`src/rtl/seq_det_param_if.sv`:
```
// seq_det_param_if -- bus bundle between a pattern-detector master and the detector.
//   master : drives pat_load, pat, x_valid, x and cnt_clr; observes y, match_cnt and armed
//   slave  : the detector side (seq_det_param)
//   PAT_W and CNT_W must match the parameters of the attached detector.
interface seq_det_param_if #(
  parameter int PAT_W = 5,
  parameter int CNT_W = 8
);
  logic             pat_load;
  logic [PAT_W-1:0] pat;
  logic             x_valid;
  logic             x;
  logic             cnt_clr;
  logic             y;
  logic [CNT_W-1:0] match_cnt;
  logic             armed;

  modport master (
    output pat_load, pat, x_valid, x, cnt_clr,
    input  y, match_cnt, armed
  );

  modport slave (
    input  pat_load, pat, x_valid, x, cnt_clr,
    output y, match_cnt, armed
  );
endinterface

```
`src/rtl/seq_det_param.sv`:
```
// seq_det_param -- programmable serial pattern detector with a saturating match counter.
//   Clk  : clock, all state updates on the rising edge
//   rst  : synchronous active-high reset, overrides every other input
//   bus  : seq_det_param_if slave modport
//            pat_load/pat  load the target pattern (pat[PAT_W-1] arrives first) and re-arm
//            x_valid/x     qualified serial data
//            cnt_clr       clear the match counter
//            y             one-cycle match pulse, one clock after the completing bit
//            match_cnt     saturating match count
//            armed         high in FILL or RUN
//
// state | meaning
// IDLE  | no pattern loaded since reset; serial data ignored
// FILL  | fewer than PAT_W bits accepted since arm (or since last match, non-overlap)
// RUN   | window full; every accepted bit is a candidate match
module seq_det_param #(
  parameter int PAT_W   = 5,
  parameter bit OVERLAP = 1'b1,
  parameter int CNT_W   = 8
) (
  input logic          Clk,
  input logic          rst,
  seq_det_param_if.slave bus
);

  localparam int                FILL_W  = $clog2(PAT_W + 1);
  localparam logic [FILL_W-1:0] FULL    = FILL_W'(PAT_W);
  localparam logic [CNT_W-1:0]  CNT_MAX = '1;

  typedef enum logic [1:0] {
    ST_IDLE = 2'd0,
    ST_FILL = 2'd1,
    ST_RUN  = 2'd2
  } state_t;

  state_t              state_q, state_d;
  logic [PAT_W-1:0]    pat_q, pat_d;
  logic [PAT_W-1:0]    win_q, win_d;
  logic [FILL_W-1:0]   fill_q, fill_d;
  logic                y_q, y_d;
  logic [CNT_W-1:0]    cnt_q, cnt_d;

  logic                accept;
  logic [PAT_W-1:0]    win_upd;
  logic [FILL_W-1:0]   fill_inc;
  logic                match;
  logic [CNT_W-1:0]    cnt_base;

  always_ff @(posedge Clk) begin
    if (rst) begin
      state_q <= ST_IDLE;
      pat_q   <= '0;
      win_q   <= '0;
      fill_q  <= '0;
      y_q     <= 1'b0;
      cnt_q   <= '0;
    end else begin
      state_q <= state_d;
      pat_q   <= pat_d;
      win_q   <= win_d;
      fill_q  <= fill_d;
      y_q     <= y_d;
      cnt_q   <= cnt_d;
    end
  end

  always_comb begin
    state_d  = state_q;
    pat_d    = pat_q;
    win_d    = win_q;
    fill_d   = fill_q;
    y_d      = 1'b0;
    cnt_d    = cnt_q;
    cnt_base = cnt_q;

    // pat_load owns the cycle: a coincident sample is dropped, not shifted in.
    accept   = bus.x_valid && (state_q != ST_IDLE) && !bus.pat_load;
    win_upd  = {win_q[PAT_W-2:0], bus.x};
    // Fill count saturates at PAT_W so RUN can keep reusing the window.
    fill_inc = (fill_q == FULL) ? fill_q : fill_q + 1'b1;
    match    = accept && (win_upd == pat_q) && (fill_inc == FULL);

    if (bus.pat_load) begin
      pat_d   = bus.pat;
      win_d   = '0;
      fill_d  = '0;
      state_d = ST_FILL;
    end else if (accept) begin
      win_d = win_upd;
      if (match && !OVERLAP) begin
        fill_d  = '0;
        state_d = ST_FILL;
      end else begin
        fill_d  = fill_inc;
        state_d = (fill_inc == FULL) ? ST_RUN : ST_FILL;
      end
    end

    y_d = match;

    // Clear first, then count, so clear+match in one cycle lands on 1.
    if (bus.cnt_clr) begin
      cnt_base = '0;
    end
    cnt_d = cnt_base;
    if (match && (cnt_base != CNT_MAX)) begin
      cnt_d = cnt_base + 1'b1;
    end
  end

  assign bus.y         = y_q;
  assign bus.match_cnt = cnt_q;
  assign bus.armed     = (state_q != ST_IDLE);

endmodule

```
`src/flat_wrapper.sv`:
```
// flat-port wrapper written by rule: the top's interface ports become plain ports
module seq_det_param_flat 
#(
  parameter int PAT_W   = 5,
  parameter bit OVERLAP = 1'b1,
  parameter int CNT_W   = 8
)
  (Clk, rst, bus_pat_load, bus_pat, bus_x_valid, bus_x, bus_cnt_clr, bus_y, bus_match_cnt, bus_armed);
  seq_det_param_if #(.PAT_W(PAT_W), .CNT_W(CNT_W)) bus_i ();
  input logic Clk;
  input logic rst;
  input wire logic [$bits(bus_i.pat_load)-1:0] bus_pat_load;
  input wire logic [$bits(bus_i.pat)-1:0] bus_pat;
  input wire logic [$bits(bus_i.x_valid)-1:0] bus_x_valid;
  input wire logic [$bits(bus_i.x)-1:0] bus_x;
  input wire logic [$bits(bus_i.cnt_clr)-1:0] bus_cnt_clr;
  output wire logic [$bits(bus_i.y)-1:0] bus_y;
  output wire logic [$bits(bus_i.match_cnt)-1:0] bus_match_cnt;
  output wire logic [$bits(bus_i.armed)-1:0] bus_armed;
  assign bus_i.pat_load = bus_pat_load;
  assign bus_i.pat = bus_pat;
  assign bus_i.x_valid = bus_x_valid;
  assign bus_i.x = bus_x;
  assign bus_i.cnt_clr = bus_cnt_clr;
  assign bus_y = bus_i.y;
  assign bus_match_cnt = bus_i.match_cnt;
  assign bus_armed = bus_i.armed;
  seq_det_param #(.PAT_W(PAT_W), .OVERLAP(OVERLAP), .CNT_W(CNT_W)) u_core (.Clk(Clk), .rst(rst), .bus(bus_i));
endmodule
```
`config.mk`:
```
export PLATFORM = sky130hd
export DESIGN_NAME = seq_det_param_flat
export DESIGN_NICKNAME = d
export VERILOG_FILES = /design/src/rtl/seq_det_param_if.sv /design/src/rtl/seq_det_param.sv /design/src/flat_wrapper.sv
export SDC_FILE = /design/constraint.sdc
export NUM_CORES = 1
export LEC_CHECK = 0
export CAP_MARGIN = 20
export CORE_ASPECT_RATIO = 0.75
export CORE_MARGIN = 4
export CORE_UTILIZATION = 30
export DETAILED_ROUTE_END_ITERATION = 10
export GPL_TIMING_DRIVEN = 0
export REMOVE_ABC_BUFFERS = 1
export SKIP_LAST_GASP = 1
export SLEW_MARGIN = 20
export SYNTH_ARGS = -nofsm -noshare
export SYNTH_HDL_FRONTEND = slang
export SYNTH_SLANG_ARGS = --single-unit
```
`constraint.sdc`:
```
create_clock -name Clk -period 3 [get_ports Clk]
set_clock_uncertainty 0.2 [all_clocks]
set_input_delay 0.3 -clock Clk [delete_from_list [all_inputs] [get_ports Clk]]
set_output_delay 0.3 -clock Clk [all_outputs]
set_load 0.02 [all_outputs]
```
======== After elaboration in Yosys (flattened, before gate mapping) ========
Cells that the tools add are included.
storage, ports and cells
  register bits ........................... 23
  latch bits .............................. 0
  RAM bits ................................ 0
  ROM bits ................................ 0
  output and inout port bits .............. 10
  word-level logic and storage cells ...... 28
  memories ................................ 0
cells by class
  add/sub/neg operators ................... 2
  multiply operators ...................... 0
  div/mod/pow operators ................... 0
  $lt $le $gt $ge ......................... 0
  equality and inequality tests ........... 4
  shift operators ......................... 0
  muxes and demuxes ....................... 6
  bitwise operators ....................... 0
  reductions and logical operators ........ 9
operators with widths
  operator                                                        count
  8-bit 2-to-1 mux                                                2
  8-bit by 1-bit adder with 8-bit output (second input constant)  1
  8-bit != test (second input constant)                           1
  3-bit == test (second input constant)                           2
  5-bit == test                                                   1
  1-bit logical AND                                               5
  2-bit nonzero test                                              2
  3-bit by 1-bit adder with 3-bit output (second input constant)  1
  3-bit 2-to-1 mux                                                1
  1-bit 2-to-1 mux                                                2
  2-bit 2-to-1 mux                                                1
  2-bit OR reduction                                              1
  1-bit logical NOT                                               1

======== Logic depth before layout (Yosys ltp) ========
  depth after elaboration ................. 7
  depth in mapped cells ................... 6

======== Worst setup path after synthesis ========
Ideal clock, no wire load.
  path kind ............................... register -> register
  start ................................... register u_core.cnt_q[0], in the netlist u_core.bus.match_cnt[0]
  end ..................................... register u_core.cnt_q[2], in the netlist u_core.bus.match_cnt[2]
  data arrival time ....................... 1,723 ps
  required time ........................... 2,677 ps
  slack ................................... 954 ps
  stages on the path, launching flop included .. 7
  path buffers ............................ 0
  clock period less this slack ............ 2,046 ps
  path through ............................ dfxtp_1 -> nor2b_1 -> ha_1 -> nand4_1 -> nor2_2 -> nor4b_1 -> mux2_1
between the ends
  cells in the longest elaborated chain, start to end .. 4
RTL lines
  item                                                                            line                  RTL
  start: declaration                                                              seq_det_param.sv:41   logic [CNT_W-1:0] cnt_q, cnt_d;
  start signal: assignment                                                        seq_det_param.sv:63   cnt_q <= cnt_d;
  8-bit 2-to-1 mux (*)                                                            seq_det_param.sv:102  if (bus.cnt_clr) begin
  branches (longest 2 deep; another with 8-bit by 1-bit adder with 8-bit output)  -
  8-bit 2-to-1 mux (*)                                                            seq_det_param.sv:106  if (match && (cnt_base != CNT_MAX)) begin
Every way passes the cells marked *.
A chain may end at the register's enable or synchronous reset.

======== Worst setup path after layout ========
  start ................................... input port bus_pat_load
  end ..................................... register u_core.cnt_q[2], in the netlist u_core.bus.match_cnt[2]
between the ends
  cells in the longest elaborated chain, start to end .. 6
RTL lines
  item                            line                  RTL
  start: declaration              flat_wrapper.sv:12    input wire logic [$bits(bus_i.pat_load)-1:0] bus_pat_load;
  1-bit logical NOT               seq_det_param.sv:77   accept = bus.x_valid && (state_q != ST_IDLE) && !bus.pat_load;
  1-bit logical AND               seq_det_param.sv:77
  1-bit logical AND (2 in a row)  seq_det_param.sv:81   match = accept && (win_upd == pat_q) && (fill_inc == FULL);
  1-bit logical AND               seq_det_param.sv:106
  8-bit 2-to-1 mux                seq_det_param.sv:106
Every way passes these cells.

==> key figures <==
Setup path
  • FF-to-FF setup slack: 0.76 ns
  • Startpoint Class: primary input
  • Critical Path AT: 2.48 ns
  • CP max FO: 13
  • Critical Path Sink Type: register
  • CP Class: primary input to register
  • Critical path data required time: 2.95 ns

Floorplanning
  • Initial Util: 0.317
  • Overall die width: 80.3 um
  • Num ports: 21
  • Row Count: 19
  • Die H: 62.2 um
  • Die area: 4990 um^2
  • Core area: 3710 um^2

Clock tree
  • Post-CTS setup buffer count: 0
  • Clock Pin Slew Worst Setup and Hold Paths: 0.08 ns
  • Clock Tree Buf Depth: 2
  • Root buffer cell: clkbuf_8
  • H-tree depth: 1
  • Cts repair resizes: 0
  • CTS Hold Bufs: 0
  • CTS Sinks: 23
  • Clk_lat worst skew: 0.26 ns
  • CTS tree: done
  • Number of CTS-inserted buffers: 3

Global route
  • Vias in the first global route: 940
  • Initial antenna violation count: 0
  • Global-route wire length before repair: 4.34 mm
  • Congestion Overflow GR: 0
  • Pin count of the biggest net entering global routing: 16
  • GRT Total Usage: 0.105

STA
  • Final setup viols: 0
  • Final Hold Vio Count: 0
  • Slew Viols, Final: 0
  • Fin Hold WS: 0.276 ns
  • Setup_tns: 0 ns
  • Top achievable clock speed: 396 MHz
  • Final period utilization: 0.842
  • Min cycle time layout: 2.53 ns
  • Worst Tran Pin Value: 0.558 ns
  • RSZ-0062 raised after global routing: no
  • Rel. slew slack: 0.627
  • Worst setup margin: 0.474 ns

Routing
  • Initial DRC count: 127
  • DR vias: 967
  • ANT nets after route: 0
  • Wire length per cell: 12.5 um
  • Drt drc: 0
  • Vias per cell: 4.93
  • WL final: 2.45 mm
  • Drt pass-1 iters: 4

Layout
  • Final Instance Count excl. Fillers: 196
  • Share of cells above drive strength 1: 0.0833
  • Core Util, Final: 0.390
  • Area Growth Syn to Fin: 23.2%
  • Ant. Diodes: 0
  • Layout net count: 159
  • Fillers: 382
  • Design Area, Final: 1450 um^2

Power and ir drop
  • Leakage: 0.492 nW
  • Switch Pwr: 0.132 mW
  • Maximum VDD drop: 0.162 mV
  • P per Cell Area: 390 nW/um^2
  • Clock share of power: 0.331
  • Internal power: 0.432 mW
  • Combinational power share: 0.108
  • Switching share of power: 0.234
  • Overall power: 0.564 mW
  • Sequential power share: 0.561

Yosys
  • Warnings, synthesis: 0
  • Top_reg_cell synth: dfxtp_1
  • Synth unique cells: 42
  • Most area-consuming cells after synthesis: dfxtp_1, mux2i_1, xnor2_1
  • Area leader, netlist: dfxtp_1
  • Syn Inst Count: 126
  • Async SR Flop Fraction: 0
  • Seq/Total Area, Yosys: 0.392
  • Yosys reg bits: 23
  • Mean post-synth cell area: 9.32 um^2
  • Synthesized area: 1170 um^2
  • Number of synthesized flops with an enable pin: 0
  • Post-synth top area share: 0.392

Place
  • Post-DP HPWL: 1.84 mm
  • DP Area: 1400 um^2
  • Placed cell count: 192
  • Dpl ws: 0.199 ns
  • Routability cong.: 0.848
  • Port buffer count: 20

Run
  • Max_cap viols: 0

Worst hold path
  • Hold Path Class: register to register

Run status
  • Status: completed
==> path summary, 6_finish.rpt <==
path                                              start                      end  cells after the start
worst min register to register          u_core.win_q[3]          u_core.win_q[3]                      2
worst max-delay path                       bus_pat_load  u_core.bus.match_cnt[2]                      5
worst max register to register  u_core.bus.match_cnt[0]  u_core.bus.match_cnt[2]                      6
worst min-delay path                    u_core.win_q[3]          u_core.win_q[3]                      2
==> area by class of cell <==
type                       instances  area (um^2)  share of cell area
clock buffer                       3         41.3              0.0285
clock inverter                     1         5.00             0.00346
inverter                           3         11.3             0.00778
multi-input combinational         94          664               0.459
sequential                        23          460               0.318
tap                               52         65.1              0.0449
timing repair buffer              20          200               0.138
==> power groups by stage <==
stage / sequential [mW] / clock [mW] / combinational, mW
global placement: 0.323 / 0 / 0.0590
finish: 0.316 / 0.187 / 0.0610
detailed placement: 0.324 / 0 / 0.0611
global route: 0.317 / 0.207 / 0.0678
CTS: 0.316 / 0.195 / 0.0613
floorplan: 0.322 / 0 / 0.0328
==> registers in the layout, indices dropped and copies added (netlist names), named ones only <==
signal	flops
u_core.win_q	4
u_core.bus.match_cnt	8
u_core.pat_q	5
u_core.fill_q	1
u_core.bus.y	1
u_core.state_q	2
==> cells by family after synthesis <==
family	count (synthesis)	share of synthesized area
and+or+nand+nor	53	0.280
buffers and inverters	9	0.0426
muxes	9	0.0777
adders and majority gates	3	0.0320
DFF	23	0.392
xor gates and xnor gates	6	0.0447
AOI/OAI and AO/OA	23	0.131
==> Yosys cell counts, types with 2 or more instances <==
master    count
dfxtp_1      23
a21oi_1       9
nand2_1       9
nor2_1        9
mux2i_1       8
xnor2_1       6
nand3_1       5
nor2b_1       4
nor3_1        4
ha_1          3
inv_1         3
nand4_1       3
nor4_2        3
o31ai_1       3
a211oi_1      2
a21o_1        2
buf_6         2
clkbuf_1      2
or2_2         2
or4_1         2
==> layer usage <==
metal | vias to the layer above | wire length, um | GRT usage
met4 | 0 | 20 | 0.0253
met1 | 445 | 1200 | 0.147
li1 | 497 | - | -
met5 | - | 0 | 0
met3 | 2 | 102 | 0.0246
met2 | 23 | 1130 | 0.162
==> critical path, stage by stage <==
cell	delay, ns
clkdlybuf4s50_1	0.65
nor3b_4	0.34
nand4_2	0.37
nor4b_1	0.45
mux2_1	0.36
==> cells in the final DEF, fill, tap and decap left out, types with 2 or more instances in the layout <==
cell             count
nor2_1               9
mux2i_1              8
inv_1                3
a21o_1               2
dfxtp_1             23
nand4_1              3
clkdlybuf4s50_1     20
nor3_1               4
a21oi_1              9
nand3_1              5
nor2b_1              4
xnor2_1              6
clkbuf_8             3
or4_1                2
o31ai_1              3
ha_1                 3
nor4_2               3
nand2_1              9
a211oi_1             2
or2_2                2
(Power assumes the default switching activity.)
